File: src/rtl/rect_paint_engine.sv
// Rectangle fill engine: queues rectangle commands, clips each one to the
// screen and writes it to video memory one pixel at a time, row-major, with
// a programmable write-pulse width and inter-pixel gap.
module rect_paint_engine #(
  parameter int SCR_W      = 160,
  parameter int SCR_H      = 120,
  parameter int X_BITS     = 8,
  parameter int Y_BITS     = 7,
  parameter int ADDR_BITS  = 15,
  parameter int COLOR_BITS = 3,
  parameter int FIFO_DEPTH = 4,
  parameter int WR_CYCLES  = 2,
  parameter int GAP_CYCLES = 1
) (
  input  logic                  Clck,
  input  logic                  Reset,
  input  logic                  cmd_valid,
  output logic                  cmd_ready,
  input  logic [X_BITS-1:0]     cmd_x_start,
  input  logic [Y_BITS-1:0]     cmd_y_start,
  input  logic [X_BITS-1:0]     cmd_x_end,
  input  logic [Y_BITS-1:0]     cmd_y_end,
  input  logic [COLOR_BITS-1:0] cmd_color,
  input  logic                  flush,
  output logic [ADDR_BITS-1:0]  address,
  output logic [COLOR_BITS-1:0] color,
  output logic                  print_enable,
  output logic                  busy,
  output logic                  done
);

  localparam int PTR_W   = $clog2(FIFO_DEPTH);
  localparam int ENT_W   = 2 * X_BITS + 2 * Y_BITS + COLOR_BITS;
  localparam int CNT_MAX = (WR_CYCLES > GAP_CYCLES) ? WR_CYCLES : GAP_CYCLES;
  localparam int CNT_W   = (CNT_MAX > 1) ? $clog2(CNT_MAX) : 1;
  localparam logic [CNT_W-1:0]     WR_LOAD    = CNT_W'(WR_CYCLES - 1);
  localparam logic [CNT_W-1:0]     GAP_LOAD   = (GAP_CYCLES > 0) ? CNT_W'(GAP_CYCLES - 1) : '0;
  localparam logic [X_BITS:0]      SCR_W_C    = (X_BITS + 1)'(SCR_W);
  localparam logic [Y_BITS:0]      SCR_H_C    = (Y_BITS + 1)'(SCR_H);
  localparam logic [ADDR_BITS-1:0] SCR_W_A    = ADDR_BITS'(SCR_W);
  localparam logic [PTR_W:0]       LEVEL_FULL = (PTR_W + 1)'(FIFO_DEPTH);

  typedef enum logic [2:0] {S_IDLE, S_LOAD, S_WRITE, S_GAP, S_NEXT} state_t;
  state_t state_q, state_d;

  // Command FIFO storage and bookkeeping
  logic [ENT_W-1:0]      fifo_mem_q [FIFO_DEPTH];
  logic [PTR_W-1:0]      wr_ptr_q, wr_ptr_d, rd_ptr_q, rd_ptr_d;
  logic [PTR_W:0]        level_q, level_d;
  logic                  push, pop;
  logic [X_BITS-1:0]     h_xs, h_xe;
  logic [Y_BITS-1:0]     h_ys, h_ye;
  logic [COLOR_BITS-1:0] h_col;

  // Working copy of the command being drawn
  logic [X_BITS-1:0]     xs_q, xs_d, xend_q, xend_d, x_q, x_d, x_last_q, x_last_d;
  logic [Y_BITS-1:0]     ys_q, ys_d, yend_q, yend_d, y_q, y_d, y_last_q, y_last_d;
  logic [COLOR_BITS-1:0] ccol_q, ccol_d, color_q, color_d;
  logic [ADDR_BITS-1:0]  row_base_q, row_base_d, addr_q, addr_d;
  logic [CNT_W-1:0]      cnt_q, cnt_d;
  logic                  pe_q, pe_d, done_q, done_d, busy_q, busy_d;

  // Clipping and first-row arithmetic, only consumed in LOAD
  logic [X_BITS:0]       xe_clip, xe_m1;
  logic [Y_BITS:0]       ye_clip, ye_m1;
  logic                  empty_rect;
  logic [ADDR_BITS-1:0]  row_base_load, row_base_step;

  assign cmd_ready = (level_q < LEVEL_FULL);
  assign push      = cmd_valid && cmd_ready && !flush;
  assign {h_xs, h_ys, h_xe, h_ye, h_col} = fifo_mem_q[rd_ptr_q];

  assign xe_clip = ({1'b0, xend_q} > SCR_W_C) ? SCR_W_C : {1'b0, xend_q};
  assign ye_clip = ({1'b0, yend_q} > SCR_H_C) ? SCR_H_C : {1'b0, yend_q};
  assign xe_m1   = xe_clip - (X_BITS + 1)'(1);
  assign ye_m1   = ye_clip - (Y_BITS + 1)'(1);
  // The off-screen start tests are implied by the clipped ends but kept for clarity
  assign empty_rect = ({1'b0, xs_q} >= xe_clip) || ({1'b0, ys_q} >= ye_clip) ||
                      ({1'b0, xs_q} >= SCR_W_C) || ({1'b0, ys_q} >= SCR_H_C);
  assign row_base_load = ADDR_BITS'(ys_q) * SCR_W_A;
  assign row_base_step = row_base_q + SCR_W_A;

  // Command storage: plain array written on push, no reset required
  always_ff @(posedge Clck) begin
    if (push) fifo_mem_q[wr_ptr_q] <= {cmd_x_start, cmd_y_start, cmd_x_end, cmd_y_end, cmd_color};
  end

  // FIFO pointers and fill level; flush empties the queue outright
  always_comb begin
    wr_ptr_d = wr_ptr_q;
    rd_ptr_d = rd_ptr_q;
    level_d  = level_q;
    if (flush) begin
      wr_ptr_d = '0;
      rd_ptr_d = '0;
      level_d  = '0;
    end else begin
      if (push) wr_ptr_d = wr_ptr_q + PTR_W'(1);
      if (pop)  rd_ptr_d = rd_ptr_q + PTR_W'(1);
      if (push && !pop)      level_d = level_q + (PTR_W + 1)'(1);
      else if (pop && !push) level_d = level_q - (PTR_W + 1)'(1);
    end
  end

  // State register together with the datapath and output registers
  always_ff @(posedge Clck or posedge Reset) begin
    if (Reset) begin
      state_q <= S_IDLE;  wr_ptr_q <= '0;  rd_ptr_q <= '0;  level_q <= '0;
      xs_q <= '0;  ys_q <= '0;  xend_q <= '0;  yend_q <= '0;  ccol_q <= '0;
      x_q <= '0;  y_q <= '0;  x_last_q <= '0;  y_last_q <= '0;
      row_base_q <= '0;  addr_q <= '0;  color_q <= '0;  cnt_q <= '0;
      pe_q <= 1'b0;  done_q <= 1'b0;  busy_q <= 1'b0;
    end else begin
      state_q <= state_d;  wr_ptr_q <= wr_ptr_d;  rd_ptr_q <= rd_ptr_d;  level_q <= level_d;
      xs_q <= xs_d;  ys_q <= ys_d;  xend_q <= xend_d;  yend_q <= yend_d;  ccol_q <= ccol_d;
      x_q <= x_d;  y_q <= y_d;  x_last_q <= x_last_d;  y_last_q <= y_last_d;
      row_base_q <= row_base_d;  addr_q <= addr_d;  color_q <= color_d;  cnt_q <= cnt_d;
      pe_q <= pe_d;  done_q <= done_d;  busy_q <= busy_d;
    end
  end

  // Next-state and pixel-walk logic; address advances by add only
  always_comb begin
    state_d = state_q;  pop = 1'b0;
    xs_d = xs_q;  ys_d = ys_q;  xend_d = xend_q;  yend_d = yend_q;  ccol_d = ccol_q;
    x_d = x_q;  y_d = y_q;  x_last_d = x_last_q;  y_last_d = y_last_q;
    row_base_d = row_base_q;  addr_d = addr_q;  color_d = color_q;  cnt_d = cnt_q;
    unique case (state_q)
      S_IDLE: begin
        if (level_q != '0) begin
          pop = 1'b1;
          xs_d = h_xs;  ys_d = h_ys;  xend_d = h_xe;  yend_d = h_ye;  ccol_d = h_col;
          state_d = S_LOAD;
        end
      end
      S_LOAD: begin
        if (empty_rect) begin
          state_d = S_IDLE;
        end else begin
          x_d = xs_q;  y_d = ys_q;
          x_last_d = xe_m1[X_BITS-1:0];
          y_last_d = ye_m1[Y_BITS-1:0];
          row_base_d = row_base_load;
          addr_d  = row_base_load + ADDR_BITS'(xs_q);
          color_d = ccol_q;
          cnt_d   = WR_LOAD;
          state_d = S_WRITE;
        end
      end
      S_WRITE: begin
        if (cnt_q != '0) begin
          cnt_d = cnt_q - CNT_W'(1);
        end else if (GAP_CYCLES > 0) begin
          cnt_d = GAP_LOAD;
          state_d = S_GAP;
        end else begin
          state_d = S_NEXT;
        end
      end
      S_GAP: begin
        if (cnt_q != '0) cnt_d = cnt_q - CNT_W'(1);
        else state_d = S_NEXT;
      end
      S_NEXT: begin
        if (x_q == x_last_q && y_q == y_last_q) begin
          state_d = S_IDLE;
        end else if (x_q == x_last_q) begin
          x_d = xs_q;
          y_d = y_q + Y_BITS'(1);
          row_base_d = row_base_step;
          addr_d  = row_base_step + ADDR_BITS'(xs_q);
          cnt_d   = WR_LOAD;
          state_d = S_WRITE;
        end else begin
          x_d = x_q + X_BITS'(1);
          addr_d  = addr_q + ADDR_BITS'(1);
          cnt_d   = WR_LOAD;
          state_d = S_WRITE;
        end
      end
      default: state_d = S_IDLE;
    endcase
    if (flush) begin
      state_d = S_IDLE;
      pop = 1'b0;
    end
  end

  // Output decode from the upcoming state so every output is a flop
  always_comb begin
    pe_d   = (state_d == S_WRITE);
    done_d = !flush && (state_d == S_IDLE) && ((state_q == S_LOAD) || (state_q == S_NEXT));
    busy_d = (state_d != S_IDLE) || (level_d != '0);
  end

  assign address      = addr_q;
  assign color        = color_q;
  assign print_enable = pe_q;
  assign done         = done_q;
  assign busy         = busy_q;

endmodule

File: config.mk
export PLATFORM = sky130hd
export DESIGN_NAME = rect_paint_engine
export DESIGN_NICKNAME = d
export VERILOG_FILES = /design/src/rtl/rect_paint_engine.sv
export SDC_FILE = /design/constraint.sdc
export NUM_CORES = 1
export LEC_CHECK = 0
export BUFFER_PORTS_ARGS = -buffer_cell sky130_fd_sc_hd__buf_2
export CAP_MARGIN = 10
export CORE_MARGIN = 2
export CORE_UTILIZATION = 55
export DETAILED_ROUTE_END_ITERATION = 16
export PLACE_DENSITY_LB_ADDON = 0.08
export SLEW_MARGIN = 20
export SYNTH_ARGS = -nofsm -noshare
export SYNTH_HDL_FRONTEND = slang
export SYNTH_SLANG_ARGS = --single-unit
File: constraint.sdc
create_clock -name Clck -period 6.3 [get_ports Clck]
set_clock_uncertainty 0.2 [all_clocks]
set_input_delay 0.315 -clock Clck [delete_from_list [all_inputs] [get_ports Clck]]
set_output_delay 0.315 -clock Clck [all_outputs]
set_load 0.005 [all_outputs]
After elaboration in Yosys (flattened, before gate mapping)
Memory sizes are Yosys's and may differ from the RTL's. A register that Yosys moved wholly into a read port is not among the register bits.
Index checks and enable logic that the tools add are counted.

storage, ports and cells
  bits in registers = 77
  bits in writable memories = 132
  input bits = 37
  output and inout port bits = 22
  memories kept = 1

cells by class
  add/subtract/negate cells = 13
  multipliers = 1
  $lt $le $gt $ge = 7
  equal/unequal tests = 10
  multiplexer cells = 41
  bitwise operators = 1
  reductions and logical operators = 30

memories
  name        depth  width  read ports  clocked after Yosys merged registers in  write ports  RTL line  text
  fifo_mem_q  4      33     1           1                                        1            47        logic [ENT_W-1:0] fifo_mem_q [FIFO_DEPTH];

operators by type and width
  kind                   count
  $mux 15                6
  $pmux 15 s2            2
  $mux 8                 4
  $add 15x8->15          2
  $mux 7                 4
  $mux 3                 7
  $pmux 8 s2             1
  $add 15x1->15 const B  1
  $add 15x8->15 const B  1
  $pmux 3 s5             1
  $pmux 7 s2             1
  $mux 2                 6
  $reduce_bool 3->1      4
  $mul 7x3->10 const B   1
  $eq 3x2->1 const B     3
  $add 8x1->8 const B    1
  $eq 8x8->1             1
  $ge 8x8->1             1
  $ge 8x8->1 const B     1
  $gt 8x8->1 const B     1
  $mux 1                 8
  $sub 8x1->8 const B    1
  $add 7x1->7 const B    1
  $eq 7x7->1             1
  23 further kinds       43

Longest topological paths before layout
Gate-level depths: netlist (run 1).

  word-level depth = 12
  gate-level depth with buffers = 14
  depth with buffers taken out = 13

Worst setup path before layout (run 1)
OpenSTA, ideal clock, no wires.

  kind = register to register
  start point = reg xend_q[0]
  end point = reg addr_q[14] (netlist: address[14])
  arrival time = 2.776 ns
  required time = 5.974 ns
  setup slack = 3.198 ns
  stages on the path, launching flop included = 15
  clock period less this slack = 3.102 ns
  cell sequence = dfrtp_1 -> nor3_1 -> nand2_1 -> a21o_1 -> nand2_1 -> nand2_1 -> ha_1 -> o21ai_0 -> a21oi_1 -> o31ai_1 -> nand4b_4 -> and2_4 -> buf_6 -> a311oi_2 -> nor3_1

between the ends
  longest elaborated chain between the ends = 8

RTL lines
  what                                RTL line  text
  start: declaration                  56        logic [X_BITS-1:0] xs_q, xs_d, xend_q, xend_d, x_q, x_d, x_last_q, x_last_d;
  start signal: assignment            115       xs_q <= xs_d; ys_q <= ys_d; xend_q <= xend_d; yend_q <= yend_d; ccol_q <= ccol_d;
  $gt 8x8->1                          73        assign xe_clip = ({1'b0, xend_q} > SCR_W_C) ? SCR_W_C : {1'b0, xend_q};
  $mux 8 (*)                          73
  $ge 8x8->1 (*)                      78        assign empty_rect = ({1'b0, xs_q} >= xe_clip) || ({1'b0, ys_q} >= ye_clip) ||
  $logic_or 1x1->1 (*) (2 in series)  78
  $logic_or 1x1->1 (*)                79        ({1'b0, xs_q} >= SCR_W_C) || ({1'b0, ys_q} >= SCR_H_C);
  $ne 2x2->1 (no line) (*)            n/a
  $reduce_and 3->1 (no line) (*)      n/a
  end signal: assignment              117       row_base_q <= row_base_d; addr_q <= addr_d; color_q <= color_d; cnt_q <= cnt_d;
  end: declaration                    59        logic [ADDR_BITS-1:0] row_base_q, row_base_d, addr_q, addr_d;

Mark *: on every way between the ends. The rest lies on a longest branch, timed or not.
A chain may end at the register's enable or synchronous reset.

Final worst setup path (run 1)
  start point = reg xend_q[1]
  end point = reg y_q[4]

between the ends
  longest elaborated chain between the ends = 8

RTL lines
  what                                RTL line  text
  $gt 8x8->1                          73
  $mux 8 (*)                          73
  $ge 8x8->1 (*)                      78
  $logic_or 1x1->1 (*) (2 in series)  78
  $logic_or 1x1->1 (*)                79
  $ne 2x2->1 (no line) (*)            n/a
  $reduce_and 4->1 (no line) (*)      n/a
  end signal: assignment              110       x_q <= '0; y_q <= '0; x_last_q <= '0; y_last_q <= '0;
  end signal: assignment              116       x_q <= x_d; y_q <= y_d; x_last_q <= x_last_d; y_last_q <= y_last_d;
  end: declaration                    57        logic [Y_BITS-1:0] ys_q, ys_d, yend_q, yend_d, y_q, y_d, y_last_q, y_last_d;

Marked as above.

==> results of run 1 <==
[worst max-delay path: stages, from the launching register on]
cell	delay, ns
dfrtp_1	0.41
nor3_1	0.32
nand2_1	0.17
a21o_1	0.21
nand2_1	0.14
nand2_1	0.10
ha_1	0.27
o21ai_0	0.14
a21oi_1	0.06
o31ai_1	0.49
nand3_2	0.18
a21oi_4	0.72
o21ai_0	0.20
a22o_1	0.28
[flip-flops by register name, indices dropped and copies added, names as in the netlist, 7 cells and up]
name        cells
yend_q          7
x_last_q        8
xend_q          8
y_last_q        7
x_q             8
address        15
row_base_q     10
ys_q            7
fifo_mem_q    132
y_q             7
xs_q            8
[Yosys cell counts (all sizes together) (3+ instances only)]
| library cell | instances | share of area |
|---|---|---|
| ha | 44 | 0.048 |
| nand3 | 23 | 0.010 |
| nor4 | 4 | 0.0035 |
| mux2 | 38 | 0.037 |
| edfxtp | 132 | 0.35 |
| nand2b | 5 | 0.0027 |
| inv | 27 | 0.0088 |
| a21o | 10 | 0.0066 |
| a211oi | 10 | 0.0076 |
| a31oi | 9 | 0.0049 |
| dfrtp | 105 | 0.23 |
| nor3 | 16 | 0.0070 |
| xor2 | 21 | 0.016 |
| o22ai | 9 | 0.0049 |
| clkbuf | 23 | 0.0075 |
| nor3b | 5 | 0.0033 |
| nor4b | 3 | 0.0028 |
| o21ai | 61 | 0.027 |
| xnor2 | 36 | 0.028 |
| mux2i | 5 | 0.0044 |
| buf | 20 | 0.011 |
| nand2 | 78 | 0.026 |
| nor2b | 11 | 0.0060 |
| o31ai | 3 | 0.0024 |
| and3 | 5 | 0.0027 |
| a21oi | 56 | 0.025 |
| and2 | 8 | 0.0046 |
| nand4 | 11 | 0.0060 |
| nor2 | 57 | 0.019 |
| mux4 | 33 | 0.065 |
[power groups by stage]
stage	clock (W)	combinational, W	sequential, W
after floorplan	0	0.00221	0.00232
after global placement	0	0.00270	0.00247
after detailed placement	0	0.00277	0.00250
after CTS	0.00153	0.00281	0.00247
after global routing	0.00159	0.00312	0.00254
final	0.00149	0.00280	0.00247
[kinds of logic (layout without fill, tap and decap cells)]
logic type	after synthesis	count (layout)
and+or+nand+nor	233	233
xor gates and xnor gates	57	57
DFF	237	237
adders and majority gates	46	46
muxes	76	76
buffers and inverters	70	176
AOI/OAI and AO/OA	179	179
[per-layer routing]
metal | vias up | routed length [um] | track usage
met1 | 3700 | 10800 | 0.309
met3 | 36 | 849 | 0.0322
met4 | 0 | 386 | 0.0462
met5 | - | 0 | 0
met2 | 155 | 11600 | 0.381
li1 | 3502 | - | -
[path summary, 6_finish.rpt]
path / endpoint / cells after the start
worst max-delay path: y_q[4]$_DFFE_PP0P_ / 13
worst min-delay path: busy$_DFF_PP0_ / 3
worst max register to register: y_q[4]$_DFFE_PP0P_ / 13
worst min register to register: color[2]$_DFFE_PP0P_ / 1
max in group asynchronous: row_base_q[12]$_DFFE_PP0P_ / 4
min in group Clck: color[2]$_DFFE_PP0P_ / 1
[final cells by class]
| type | count | area [sq um] |
|---|---|---|
| Fill cell | 1512 | 7200 |
| Sequential cell | 237 | 6590 |
| Multi-Input combinational cell | 591 | 4570 |
| Timing Repair Buffer | 103 | 721 |
| Clock buffer | 35 | 673 |
| Tap cell | 270 | 338 |
| Clock inverter | 11 | 168 |
| Inverter | 27 | 104 |
[what timing repair did]
item,in CTS,in global routing
hold endpoints to repair,196,0
endpoints found under the setup margin,0,0
hold buffers,37,0
[per-stage QoR]
step,cells,setup WS (ns),instance area (sq um),total power [W],utilization
3_3_place_gp,1191,2.47,11900,0.00518,0.586
5_1_grt,1274,1.93,13200,0.00725,0.646
4_1_cts,1274,2.28,13200,0.00680,0.646
2_1_floorplan,898,3.02,11500,0.00453,-
6_report,1274,2.27,13200,0.00677,0.646
3_5_place_dp,1191,2.33,11900,0.00527,0.586
==> metrics.md, run 1 <==
| Metric | Value |
|---|---|
| Status | `completed` |
| Post-synth EDFFs | `132` |
| Minimum clock period | `4.03 ns` |
| Share of async-settable or async-resettable flops after synthesis | `0.443` |
| XOR/XNOR Fraction of Synth Area | `0.0436` |
| Core area | `20400 sq um` |
| Mapped Cells | `roughly 900` |
| Chip Width | `148 um` |
| Power Internal | `0.00424 W` |
| Post-CTS Resized | `0` |
| Final antenna-violating net count | `0` |
| CP required | `6.51 ns` |
| Total global-route track usage | `0.223` |
| Die height | `between 100 and 150 um` |
| Worst slew pin tran | `0.851 ns` |
| Grt ovf | `0` |
| RR Startpoint | `xend_q[1]$_DFFE_PP0P_` |
| Nets | `1068` |
| Syn_area_per_cell | `12.8 sq um` |
| Post-route DRC | `0` |
| Total wire length | `23600 um` |
| Syn Nets | `981` |
| Crit. Startpoint | `xend_q[1]$_DFFE_PP0P_` |
| Initial antenna violation count | `0` |
| Post-Synth Simple-Gate Area | `0.100` |
| F_max | `between 0.2 and 0.25 GHz` |
| Ant diodes | `0` |
| Synth cell types | `67` |
| Flop pwr share | `0.365` |
| Unrepaired setup endpoints after global routing | `false` |
| Vias | `7393` |
| Worst vdd ir | `0.290 mV` |
| R2R Setup Slk | `approximately 2.3 ns` |
| Share of layout cells above drive strength 1 | `0.189` |
| Setup Viol. Count Final | `0` |
| I/O pin cnt | `59` |
| First-pass GRT wire length | `between 30000 and 40000 um` |
| Starting Density | `0.563` |
| HP Class | `in -> async` |
| Worst Path Arrival | `4.23 ns` |
| Main synth FF type | `edfxtp_1` |
| Synth Area in Adders | `0.0515` |
| CTS Root Cell | `clkbuf_16` |
| WHS | `between 0.2 and 0.25 ns` |
| Post-Syn Area | `11500 sq um` |
| Total negative slack | `0 ns` |
| Vias in the first global route | `7576` |
| Slew Viols, Final | `0` |
| Clk pin slew, worst setup/hold paths | `0.06 ns` |
| Die ar. | `~22000 sq um` |
| Commonest cells after routing, fill and taps aside | `132 x edfxtp_1, 104 x dfrtp_1, 77 x nand2_1, 58 x buf_2, 56 x nor2_1` |
| Clock Path Buffers | `3` |
| Net Sw Frac | `0.373` |
| Initial drt markers | `a little under 400` |
| Crit path kind | `reg -> reg` |
| Leakage | `5.07 nW` |
| Final hold violation count | `0` |
| Commonest non-fill, non-tap cell in the layout | `edfxtp_1` |
| Mux contribution to synthesized area | `0.107` |
| Worst slew margin relative to its limit | `0.432` |
| H-tree levels | `1` |
| Pre-Repair DR Iteration Count | `5` |
| Vias per cell | `between 5 and 6` |
| CTS tree | `done` |
| Final period util | `0.639` |
| Maximum fanout along the worst path | `35` |
| Compound-gate portion of the synthesized area | `0.0953` |
| Max Cap Viol | `0` |
| Routed WL per cell | `18.6 um` |
| Total clock sinks | `237` |
| Area grow syn2layout | `14.9%` |
| Clk pwr share | `0.221` |
| Combinational power share | `0.414` |
| Yosys warns | `0` |
| Quantity of I/O buffers inserted on ports | `58` |
| Number of register bits inferred by synthesis | `237` |
| Sw Pwr | `0.00253 W` |
| Power per cell area | `514 nW/um^2` |
| GP Congestion | `0.831` |
| Post-DP HPWL | `15700 um` |
| Crit path launch type | `flip-flop` |
| CTS buffer count | `25` |
| Row Count | `52` |
| Setup Buffers After CTS | `0` |
| Sequential-to-total area share from yosys stat | `0.575` |
| Worst setup EP type | `flip-flop` |
| Largest family of logic cells by synthesized area | `multiplexers` |
| Clock Latency Late Sink | `between 0.5 and 0.6 ns` |
| Largest net degree at the start of global routing | `55` |
No activity file was read; power rests on OpenSTA's default activity.
==> run 2: changes to the inputs <==
clock period = 3.9 ns   (was 6.3 ns; I/O delays follow)
==> run 2 against run 1 <==
Compared with the run above:
- worst hold slack worse by 0.015 ns
- combinational power is 64% higher
- critical path depth up 2
- register-to-register slack got worse by 1.9 ns
- first-iteration DRC count grew 8.2%
- total power up 63%
- clock power up 62%
- sequential share of layout area is 0.35 points lower
- cell count is 1.0% higher
- global-route usage is 0.37 points higher
- clock-buffer cell count down 4
- worst setup slack worse by 1.9 ns
- critical endpoint is now y_q[5]$_DFFE_PP0P_
==> metrics.md, run 2 (synthesized netlist as in run 1, its figures left out) <==
| Metric | Value |
|---|---|
| Status | `completed` |
| Clk pwr share | `0.219` |
| Leakage | `between 5 and 6 nW` |
| Quantity of I/O buffers inserted on ports | `58` |
| Register name with the most flops | `fifo_mem_q` |
| Final hold violation count | `0` |
| Unrepaired setup endpoints after global routing | `false` |
| GP Congestion | `about 0.82` |
| Ant diodes | `0` |
| Post-DP HPWL | `16100 um` |
| WHS | `0.215 ns` |
| Worst slew margin relative to its limit | `0.261` |
| Final period util | `0.896` |
| I/O pin cnt | `59` |
| Row Count | `52` |
| Crit path launch type | `flip-flop` |
| Design Area, Final | `13300 sq um` |
| Sw Pwr | `0.00413 W` |
| PnR worst setup slack | `0.404 ns` |
| F_max | `0.286 GHz` |
| Initial antenna violation count | `0` |
| Clock Path Buffers | `3` |
| Grt ovf | `0` |
| Multi-input logic area | `4560 sq um` |
| Total wire length | `24200 um` |
| Fillers | `1513` |
| Flop pwr share | `0.366` |
| Die height | `148 um` |
| Post-route DRC | `0` |
| CTS tree | `done` |
| Commonest cells after routing, fill and taps aside | `132 x edfxtp_1, 103 x dfrtp_1, 77 x nand2_1, 58 x buf_2, 56 x nor2_1` |
| Minimum clock period | `3.50 ns` |
| Nets | `about 1100` |
| Share of layout cells above drive strength 1 | `0.204` |
| Net Sw Frac | `0.374` |
| Slew Viols, Final | `0` |
| Max Cap Viol | `0` |
| Die ar. | `22000 sq um` |
| Final antenna-violating net count | `0` |
| Max reg flops | `about 130` |
| Combinational power share | `0.415` |
| Power per cell area | `832 nW/um^2` |
| HP Class | `in -> reg` |
| Chip Width | `between 100 and 150 um` |
| Initial drt markers | `422` |
| Vias per cell | `roughly 5.8` |
| Vias in the first global route | `7604` |
| Routed WL per cell | `between 15 and 20 um` |
| Pre-Repair DR Iteration Count | `6` |
| Vias | `~7500` |
| Worst slew pin tran | `1.11 ns` |
| Total clock sinks | `237` |
| Clock Latency Late Sink | `0.53 ns` |
| Commonest non-fill, non-tap cell in the layout | `edfxtp_1` |
| CTS Root Cell | `clkbuf_16` |
| Place WS | `0.429 ns` |
| CTS buffer count | `25` |
| Setup Viol. Count Final | `0` |
| Starting Density | `0.563` |
| CP required | `4.14 ns` |
| Largest net degree at the start of global routing | `78` |
| Worst Path Arrival | `3.74 ns` |
| Power Internal | `0.00691 W` |
| Core area | `roughly 20000 sq um` |
| Crit path kind | `reg -> reg` |
| Worst vdd ir | `about 0.53 mV` |
| Worst setup EP type | `flip-flop` |
| Total negative slack | `0 ns` |
| Placement-stage cell area | `12000 sq um` |
| Total global-route track usage | `0.227` |
| Sequential Area | `6590 sq um` |
| Maximum fanout along the worst path | `16` |
| First-pass GRT wire length | `39700 um` |
| Clk pin slew, worst setup/hold paths | `about 0.06 ns` |
| Total design power | `~0.011 W` |
| Area grow syn2layout | `15.7%` |
| H-tree levels | `1` |
## run 2: changes by cell type in the layout (fill, tap and decap cells not counted), sizes merged
cell,change
clkinv,+4
bufinv,-1
clkbuf,-4
buf,+13
inv,+1
## run 2: cell type report
type / count / share of cell area
sequential: 237 / 0.497
multi-input combinational: 591 / 0.344
timing repair buffer: 116 / 0.0617
clock buffer: 31 / 0.0519
tap: 270 / 0.0255
clock inverter: 15 / 0.0122
inverter: 27 / 0.00783
## run 2: timing repair
item,4_1_cts,5_1_grt
hold buffers,37,0
endpoints found under the hold margin,220,0
resized for setup,0,0
setup buffers,0,0
## run 2: per-stage QoR
step | utilization | cells
after CTS | 0.651 | 1287
after floorplan | - | 898
after global routing | 0.651 | 1287
after global placement | 0.591 | 1204
after detailed placement | 0.591 | 1204
final | 0.651 | 1287
## run 2: power by group through the flow
stage                     Sequential (W)  Clock (W)  Combinational (W)
after CTS                        0.00403    0.00247            0.00460
after detailed placement         0.00407          0            0.00453
after global routing             0.00414    0.00257            0.00509
after global placement           0.00403          0            0.00443
final                            0.00404    0.00241            0.00458
after floorplan                  0.00375          0            0.00357
## run 2: critical path, stage by stage, from the launching register on
cell	delay, ns
dfrtp_1	0.39
nor3_1	0.29
nand2_1	0.17
a21o_1	0.21
nand2_1	0.13
nand2_1	0.10
ha_1	0.28
o21ai_0	0.16
a21oi_1	0.06
o31ai_1	0.22
buf_4	0.18
nand3_2	0.11
a21oi_4	0.42
buf_4	0.27
a21oi_1	0.08
a21oi_1	0.14
## run 2: routing by layer
layer	GRT usage	vias up	wire, um
li1	-	3533	-
met1	0.310	3701	10700
met2	0.384	189	11800
met3	0.0319	55	964
met4	0.0643	0	716
met5	0	-	0
## run 2: path summary, 6_finish.rpt
check | from | end | slack [ns] | cells after the start
max | xend_q[0]$_DFFE_PP0P_ | y_q[5]$_DFFE_PP0P_ | 0.40 | 15
min | cmd_y_end[0] | fifo_mem_q[0][3]$_DFFE_PP_ | 0.22 | 2
max reg2reg | xend_q[0]$_DFFE_PP0P_ | y_q[5]$_DFFE_PP0P_ | 0.40 | 15
min reg2reg | color[1]$_DFFE_PP0P_ | color[1]$_DFFE_PP0P_ | 0.30 | 1
max in group asynchronous | Reset | y_q[3]$_DFFE_PP0P_ | 2.45 | 4
min in group asynchronous | Reset | x_q[0]$_DFFE_PP0P_ | 0.25 | 3
==> run 3: changes to the inputs <==
ABC_AREA = 1   (was unset)
==> run 3 against run 2 <==
Compared with the run above:
- via count is 18% higher
- worst setup slack better by 0.24 ns
- total power shrank 1.9%
- critical path depth rose by 7
- wire length grew 8.0%
- non-clock buffer count fell by 7
- utilization down 1.5 points
- cell count grew 30%
- largest power group unchanged
==> metrics.md, run 3 <==
| Metric | Value |
|---|---|
| Slew Viols, Final | `0` |
| Final period util | `0.834` |
| Vias per cell | `approximately 5.3` |
| CTS Root Cell | `clkbuf_16` |
| Design Area, Final | `about 14000 sq um` |
| Maximum fanout along the worst path | `24` |
| Quantity of I/O buffers inserted on ports | `58` |
| Largest net degree at the start of global routing | `72` |
| Syn_area_per_cell | `about 9.4 sq um` |
| Vias in the first global route | `8332` |
| Share of layout cells above drive strength 1 | `0.136` |
| R2R depth | `22` |
| Register name with the most flops | `fifo_mem_q` |
| Total global-route track usage | `0.233` |
| Top Usage Layer GRT | `met2` |
| Number of register bits inferred by synthesis | `237` |
| Status | `completed` |
| Synth area leader | `edfxtp_1` |
| Yosys warns | `0` |
| Total wire length | `26200 um` |
| Met1 Usage GRT | `0.323` |
| Die ar. | `between 20000 and 25000 sq um` |
| Sequential Area | `6590 sq um` |
| Vias | `8854` |
| HP Class | `in -> async` |
| Syn Nets | `1356` |
| Chip Width | `152 um` |
| Worst vdd ir | `~0.44 mV` |
| Post-synth EDFFs | `132` |
| Largest family of logic cells by synthesized area | `simple AND/OR/NAND/NOR gates` |
| PnR worst setup slack | `0.646 ns` |
| Grt ovf | `0` |
| Post-synth top cells | `284 x nand2_1, 165 x nor2_1, 132 x edfxtp_1, 120 x o21ai_0, 116 x inv_1` |
| Placement-stage cell area | `12500 sq um` |
| Pre-Repair DR Iteration Count | `5` |
| Clock Latency Late Sink | `0.54 ns` |
| Core area | `21600 sq um` |
| Unrepaired setup endpoints after global routing | `false` |
| Post-Syn Area | `12000 sq um` |
| Place WS | `0.657 ns` |
| F_max | `0.307 GHz` |
| Area grow syn2layout | `14.7%` |
| First-pass GRT wire length | `42100 um` |
| Yosys top cell area share | `0.330` |
| Max reg flops | `around 130` |
| Compound-gate portion of the synthesized area | `0.119` |
| Post-DP HPWL | `about 17000 um` |
| Synth cell types | `51` |
| Commonest non-fill, non-tap cell in the layout | `nand2_1` |
| Ant diodes | `0` |
| Total negative slack | `0 ns` |
| Final antenna-violating net count | `0` |
| RR Startpoint | `xend_q[0]$_DFFE_PP0P_` |
| Total clock sinks | `237` |
| Worst R2R End | `done$_DFF_PP0_` |
| CTS tree | `done` |
| Top cells by area, synth | `edfxtp_1 33%, dfrtp_1 22%, nand2_1 8.9%, nor2_1 5.2%, o21ai_0 5.0%` |
| Setup Viol. Count Final | `0` |
| CP required | `approximately 4.1 ns` |
| XOR/XNOR Fraction of Synth Area | `0.0197` |
| Clock Path Buffers | `3` |
| Final hold violation count | `0` |
| Leakage | `5.90 nW` |
| Multi-input logic area | `4650 sq um` |
| Post-route DRC | `0` |
| Routed WL per cell | `15.7 um` |
| Fillers | `around 1800` |
| GP Congestion | `around 0.85` |
| Mux contribution to synthesized area | `0` |
| Top-count cell post-synth | `nand2_1` |
| Commonest cells after routing, fill and taps aside | `284 x nand2_1, 161 x nor2_1, 132 x edfxtp_1, 120 x o21ai_0, 115 x inv_1` |
| Post-Synth Simple-Gate Area | `0.197` |
| Nets | `1449` |
| Max Cap Viol | `0` |
| I/O pin cnt | `59` |
| Met2 Resource Use GR | `0.393` |
| Initial drt markers | `530` |
| Mapped Cells | `1273` |
| R2R Setup Slk | `roughly 0.65 ns` |
| CTS buffer count | `27` |
| Crit path kind | `reg -> reg` |
| Placed cell count | `around 1600` |
| Finished Layout Cells | `1667` |
| Minimum clock period | `3.25 ns` |
| Share of async-settable or async-resettable flops after synthesis | `0.443` |
| Worst setup EP type | `flip-flop` |
| H-tree levels | `1` |
| Clk pin slew, worst setup/hold paths | `0.06 ns` |
| Starting Density | `0.555` |
| Worst Path Arrival | `approximately 3.5 ns` |
| Main synth FF type | `edfxtp_1` |
| Die height | `roughly 150 um` |
| Synth Area in Adders | `0.0492` |
| Sequential-to-total area share from yosys stat | `0.550` |
| Power per cell area | `787 nW/um^2` |
| Worst slew pin tran | `0.914 ns` |
| Worst slew margin relative to its limit | `0.391` |
| Crit path launch type | `flip-flop` |
| GR Layer Usage met3 | `0.0302` |
| Row Count | `54` |
| Initial antenna violation count | `0` |
-- run 3: changes by cell type after synthesis, moves of 18 or more --
cell and change:
nand2_1 +207, mux4_2 -33, o21ai_0 +68, xnor2_1 -24
inv_1 +89, mux2_2 -38, nor2_1 +109, o32ai_1 +33
a21oi_1 -27, o21ai_2 +18
-- run 3: cells by family (layout without fill, tap and decap cells) --
group                    Yosys count  count (layout)
AND/OR/NAND/NOR                  550             550
AO/OA/AOI/OAI                    236             236
XOR/XNOR                          27              27
flip-flops                       237             237
adder cells (fa/ha/maj)           46              46
buffers and inverters            177             291
-- run 3: what timing repair did --
| action | in CTS | in global routing |
|---|---|---|
| setup buffers | 0 | 0 |
| hold endpoints to repair | 214 | 0 |
| hold buffers | 37 | 0 |
| gates resized for setup | 0 | 0 |
-- run 3: how the worst max path moves through the flow --
| stage | startpoint | end | slack (ns) | depth (start not counted) |
|---|---|---|---|---|
| floorplan | Reset | address[0]$_DFFE_PP0P_ | 0.74 | 1 |
| global placement | xend_q[1]$_DFFE_PP0P_ | done$_DFF_PP0_ | 0.72 | 22 |
| detailed placement | xend_q[0]$_DFFE_PP0P_ | done$_DFF_PP0_ | 0.66 | 22 |
| CTS | xend_q[0]$_DFFE_PP0P_ | done$_DFF_PP0_ | 0.63 | 22 |
| global route | xend_q[1]$_DFFE_PP0P_ | done$_DFF_PP0_ | 0.23 | 22 |
| finish | xend_q[0]$_DFFE_PP0P_ | done$_DFF_PP0_ | 0.65 | 22 |
-- run 3: metal layers --
layer	wire length [um]	up-vias
met1	12100	4150
met2	12400	187
met5	0	-
met4	556	0
met3	1140	36
li1	-	4481
-- run 3: report_power, final --
part	internal [W]	switching, W	total, W
sequential	0.00324	0.000597	0.00384
combinational	0.00164	0.00285	0.00449
clock	0.00151	0.000994	0.00250
total	0.00639	0.00444	0.0108
-- run 3: cell type report --
class	count	share of cell area
Clock inverter	10	0.00818
Clock buffer	40	0.0563
Tap cell	280	0.0255
Timing Repair Buffer	109	0.0557
Sequential cell	237	0.479
Inverter	132	0.0373
Multi-Input combinational cell	859	0.338
-- run 3: through the flow --
step | power [W] | hold WS [ns] | utilization
3_5_place_dp | 0.00832 | 0.210 | 0.578
4_1_cts | 0.0109 | 0.177 | 0.636
6_report | 0.0108 | 0.194 | 0.636
3_3_place_gp | 0.00825 | 0.209 | 0.578
2_1_floorplan | 0.00717 | 0.0706 | -
5_1_grt | 0.0117 | 0.198 | 0.636
-- run 3: worst max-delay path, stage by stage, from the launching register on --
cell	delay (ns)
dfrtp_1	0.37
inv_1	0.07
nand2_1	0.05
nor2_1	0.15
nand3_1	0.09
nand2_1	0.08
nand2_1	0.05
nand2_1	0.15
nand2_1	0.10
inv_1	0.08
ha_1	0.22
o21ai_1	0.12
nand2_1	0.06
nand3_1	0.06
nand2_1	0.06
nand2_1	0.05
nand2_1	0.10
nor2_2	0.21
nand2_2	0.31
inv_2	0.33
o21ai_2	0.11
nand2_1	0.07
nor2_1	0.04
